===== config.mk =====
export PLATFORM = sky130hd
export DESIGN_NAME = hilo_commit_unit
export DESIGN_NICKNAME = d
export VERILOG_FILES = /design/src/rtl/hilo_commit_unit.sv
export SDC_FILE = /design/constraint.sdc
export NUM_CORES = 1
export LEC_CHECK = 0
export ABC_AREA = 1
export BUFFER_PORTS_ARGS = -buffer_cell sky130_fd_sc_hd__buf_2
export CORE_MARGIN = 2
export CORE_UTILIZATION = 50
export DETAILED_ROUTE_END_ITERATION = 10
export GPL_TIMING_DRIVEN = 0
export PLACE_DENSITY = 0.77
export SYNTH_ARGS = -nofsm -noshare
export SYNTH_HDL_FRONTEND = slang
export SYNTH_SLANG_ARGS = --single-unit

===== constraint.sdc =====
create_clock -name Clk -period 1.6 [get_ports Clk]
set_clock_uncertainty 0.1 [all_clocks]
set_input_delay 0.32 -clock Clk [delete_from_list [all_inputs] [get_ports Clk]]
set_output_delay 0.32 -clock Clk [all_outputs]
set_load 0.01 [all_outputs]

===== src/rtl/hilo_commit_unit.sv =====
// HiLo commit unit: carries ALU Hi/Lo writes through MEM and WB slots,
// owns the architectural 64-bit HiLo register and feeds HiLo back to EX.
//
// Ports:
//   Clk, Rst          clock, synchronous active-high reset
//   Stall             freeze every register (commit and counter too)
//   Flush             squash the write request of the EX instruction
//   Write, Hi, Lo     ALU Hi/Lo write request and data from EX
//   HiLoRead          EX instruction reads HiLo
//   HiLo              value for the ALU HiLo input, {Hi,Lo}
//   HiLoArch          committed architectural {Hi,Lo}
//   Pending           a write is in flight in MEM or WB
//   HazardStall       HiLo read-after-write stall request
//   CommitCount       number of commits, wraps at 2^CNT_W
//
// Build option: define HILO_BYPASS_EN to forward in-flight writes to HiLo
// (HazardStall then stays 0). Without it HiLo is the architectural value
// and HazardStall = HiLoRead & Pending.

module hilo_commit_unit #(
    parameter int CNT_W = 16
) (
    input  logic             Clk,
    input  logic             Rst,
    input  logic             Stall,
    input  logic             Flush,
    input  logic             Write,
    input  logic [31:0]      Hi,
    input  logic [31:0]      Lo,
    input  logic             HiLoRead,
    output logic [63:0]      HiLo,
    output logic [63:0]      HiLoArch,
    output logic             Pending,
    output logic             HazardStall,
    output logic [CNT_W-1:0] CommitCount
);

    typedef struct packed {
        logic        valid;
        logic [31:0] hi;
        logic [31:0] lo;
    } slot_t;

    slot_t            mem_q;
    slot_t            wb_q;
    logic [31:0]      arch_hi;
    logic [31:0]      arch_lo;
    logic [CNT_W-1:0] commit_cnt;

    // Data is captured even when the request is not valid; only the
    // valid bit decides whether the slot will ever be seen or committed.
    always_ff @(posedge Clk) begin
        if (Rst) begin
            mem_q      <= '0;
            wb_q       <= '0;
            arch_hi    <= '0;
            arch_lo    <= '0;
            commit_cnt <= '0;
        end else if (!Stall) begin
            mem_q.valid <= Write & ~Flush;
            mem_q.hi    <= Hi;
            mem_q.lo    <= Lo;
            wb_q        <= mem_q;
            if (wb_q.valid) begin
                arch_hi    <= wb_q.hi;
                arch_lo    <= wb_q.lo;
                commit_cnt <= commit_cnt + CNT_W'(1);
            end
        end
    end

    assign HiLoArch    = {arch_hi, arch_lo};
    assign Pending     = mem_q.valid | wb_q.valid;
    assign CommitCount = commit_cnt;

`ifdef HILO_BYPASS_EN
    logic [63:0] fwd;
    logic        unused_read;

    // Youngest in-flight write wins.
    always_comb begin
        fwd = {arch_hi, arch_lo};
        if (mem_q.valid) begin
            fwd = {mem_q.hi, mem_q.lo};
        end else if (wb_q.valid) begin
            fwd = {wb_q.hi, wb_q.lo};
        end
    end

    assign unused_read = HiLoRead;
    assign HiLo        = fwd;
    assign HazardStall = 1'b0;
`else
    // Without forwarding a reader must wait until every in-flight
    // write has committed.
    assign HiLo        = {arch_hi, arch_lo};
    assign HazardStall = HiLoRead & Pending;
`endif

endmodule


==> metrics.md <==
| Metric | Value |
|---|---|
| Synthesized instance count | 1024 |
| Crit-path cells | buf_2 |
| Final period util | 0.9611 |
| Pre-CTS WS | -0.1376 ns |
| IO Port Bufs | 214 |
| Post-synthesis compound-gate area fraction | 0.1331 |
| Avg Cell Area, Syn | 7.750 um^2 |
| Most crowded layer after global routing | met2 |
| Tot Pwr | 11.41 mW |
| First-pass GRT wire length | 29530 um |
| Flops & latches, synth | 210 |
| FFs w/ async S/R, synth | 0 |
| Comb pwr share | 0.108 |
| Dpl hpwl | 13680 um |
| Nets | 1365 |
| Count leader, synth | nor2_1 |
| Yosys top cell by area | dfxtp_1 |
| NetSw | 2.724 mW |
| Setup crit end kind | primary output |
| Crit path max fanout | 7 |
| Pint | 8.688 mW |
| CTS clk-pin slew, worst paths | 0.06 ns |
| Critical path startpoint category | flip-flop |
| Syn Nets | 1095 |
| Cells on worst reg2reg path | 8 |
| Top post-synthesis cells by area | dfxtp_1 (53%), nor2_1 (19%), o21ai_0 (12%) |
| Actual slew at the worst max-slew pin | 0.5708 ns |
| Post-DR vias/cell | 4.654 |
| Initial antenna violation count | 0 |
| CTS tree | done |
| H-tree levels | 1 |
| Io pins | 216 |
| RePlAce Congestion | 0.8502 |
| Switching share of power | 0.2387 |
| Worst flop-to-flop path endpoint | CommitCount[14] |
| Hold Crit Class | input pin to flip-flop |
| Number of clock sinks | 210 |
| Post-synth EDFFs | 0 |
| Achievable Freq | 650.3 MHz |
| RSZ-0062 raised after global routing | no |
| Largest family of logic cells by synthesized area | simple AND/OR/NAND/NOR gates |
| Final setup viols | 0 |
| Vias after detailed routing | 7088 |
| Multiplexer share of the synthesized area | 0 |
| Hold Vio Cnt, Final | 0 |
| DRT iter0 DRCs | 309 |
| Type of the worst setup path | flip-flop to primary output |
| CTS buffer count | 21 |
| Synth unique cells | 27 |
| GRT Total Usage | 0.2169 |
| Reg power frac | 0.499 |
| Row cnt | 46 |
| WL final | 18980 um |
| CP required | 1.18 ns |
| Core ar. | 0.01571 mm^2 |
| Reg2Reg Setup Slack | 0.17 ns |
| Synth top area share | 0.5297 |
| Vias in the first global route | 6274 |
| Xor/xnor share of the synthesized area | 0.002207 |
| Synth Area in Simple Gates | 0.2212 |
| Post-route cell area | 0.01025 mm^2 |
| GR Layer Usage met3 | 0.03690 |
| WHS Endpoint | mem_q[40] |
| Global-route track usage on met1 | 0.2752 |
| Clk pwr share | 0.393 |
| Worst path top cell family by delay | flip-flops |
| Maximum root-to-sink buffer count | 3 |
| 1st-pass router iterations | 4 |
| Synth warnings | 0 |
| Fillcell total | 1408 |
| Worst setup margin | 0.06217 ns |
| Max-cap viol count | 0 |
| Rel. slew slack | 0.6195 |
| Critical Path Max Stage Delay | 0.45 ns |
| Die Span Y | 130.0 um |
| Hold path depth | 3 |
| Synth Flop Type | dfxtp_1 |
| DP Cell Count | 1454 |
| Die Width | 130.0 um |
| Hold Crit Start | Hi[8] |
| Met2 Use GR | 0.3807 |
| Drc violations | 0 |
| Pins Over Slew Limit | 0 |
| Layout Cells excl Fill | 1523 |
| Status | finished, final reports clean |
| Adder-Cell Fraction of Synth Area | 0.001577 |
| Global route overflow | 0 |
| Die area | 0.01690 mm^2 |
| CTS Root Cell | clkbuf_16 |
| Pleak | 4.931 nW |
| Setup TNS | 0 ns |
| Layout area overhead | 29.17% |
| Final Hold Slack | 0.001646 ns |
| Drt wl/cell | 12.46 um |
| Antenna violation net count after detailed routing | 0 |
| Tmin final | 1.538 ns |
| Clk Latency, worst-skew pair | 0.48 ns |
| Critical path's slowest cell | dfxtp_1 |
| Dpl cell area | 0.009278 mm^2 |
| Pin count of the biggest net entering global routing | 15 |
| Share of cells above drive strength 1 | 0.2770 |
| Peak VDD IR | 0.6737 mV |
| Diode count | 0 |
| Worst EP arrival | 1.12 ns |
| Initial core utilization | 0.5051 |
| Pwr dens | 1113 mW/mm^2 |
| Reg-to-reg startpoint | CommitCount[0] |
| Leading cell types by count after synthesis | nor2_1 (411), dfxtp_1 (210), o21ai_0 (192), buf_4 (70) |
| Synth Cell Area | 0.007936 mm^2 |
| Register area share after synthesis | 0.5297 |
| Buf/Inv on CP | 1 |
| Final core utilization | 0.6524 |
## registers in the layout, indices dropped and copies added (netlist names)
signal       count
mem_q           65
wb_q            65
CommitCount     16
arch_lo         32
arch_hi         32
## placed cells by master (no fill, tap or decap), types with 2 or more instances in the layout
master / synthesis / final
nor2_4: 1 / 2
clkbuf_8: 0 / 4
o21ai_1: 7 / 7
clkbuf_16: 0 / 21
buf_4: 70 / 70
dfxtp_1: 210 / 206
clkinv_2: 0 / 7
xor2_1: 2 / 2
nand4_1: 3 / 3
o21bai_1: 2 / 2
nand2_1: 27 / 27
o21ai_0: 192 / 192
buf_2: 27 / 241
inv_1: 17 / 17
nor2_1: 411 / 411
dfxtp_2: 0 / 4
dlygate4sd3_1: 0 / 33
nand3_1: 6 / 6
a21oi_1: 6 / 6
clkbuf_1: 26 / 30
inv_2: 2 / 2
buf_6: 5 / 5
## routing by layer
| metal | vias to the layer above | part of all wire |
|---|---|---|
| met1 | 3150 | 0.44 |
| li1 | 3728 | - |
| met3 | 32 | 0.051 |
| met4 | 0 | 0.021 |
| met5 | - | 0 |
| met2 | 178 | 0.49 |
## how the worst max path moves through the flow
stage,startpoint,cells past startpoint,to
final,CommitCount[2],1,CommitCount[2]
after CTS,wb_q[64],3,Pending
after global placement,Stall,6,wb_q[12]
after detailed placement,Stall,6,wb_q[11]
after global routing,CommitCount[2],1,CommitCount[2]
after floorplan,CommitCount[0],8,CommitCount[14]
## final cells by class
cell class / count / area [um^2] / area share
Sequential cell: 210 / 4209 / 0.4106
Multi-Input combinational cell: 666 / 2849 / 0.2779
Timing Repair Buffer: 247 / 1401 / 0.1367
Buffer: 129 / 819.5 / 0.07995
Clock buffer: 29 / 595.6 / 0.05810
Tap cell: 216 / 270.3 / 0.02636
Inverter: 19 / 71.32 / 0.006957
Clock inverter: 7 / 35.03 / 0.003418
## power by group through the flow
stage / logic (mW) / clock network (mW) / registers, mW
floorplan: 0.725 / 0 / 5.81
global placement: 1.14 / 0 / 5.80
detailed placement: 1.17 / 0 / 5.81
CTS: 1.24 / 4.55 / 5.70
global route: 1.40 / 4.79 / 5.73
finish: 1.23 / 4.48 / 5.70
## worst reg2reg max path: cells and delay by family (launching register included)
kind | cells | cell delay [ns]
buffers and inverters | 1 | 0.08
DFF | 1 | 0.36
adders and majority gates | 1 | 0.20
and+or+nand+nor | 6 | 0.58
## cells by family (layout without fill, tap and decap cells)
| family | count (synthesis) | count (layout) |
|---|---|---|
| adder cells (fa/ha/maj) | 1 | 1 |
| buffers and inverters | 148 | 431 |
| AND/OR/NAND/NOR | 454 | 454 |
| AO/OA/AOI/OAI | 209 | 209 |
| XOR/XNOR | 2 | 2 |
| flip-flops | 210 | 210 |
## timing repair
action | CTS | global route
resized for setup | 0 | 6
endpoints found under the setup margin | 0 | 4
buffers inserted | 0 | 0
hold endpoints to repair | 33 | 0
hold buffers | 33 | 0
No activity file was read; power rests on OpenSTA's default activity.
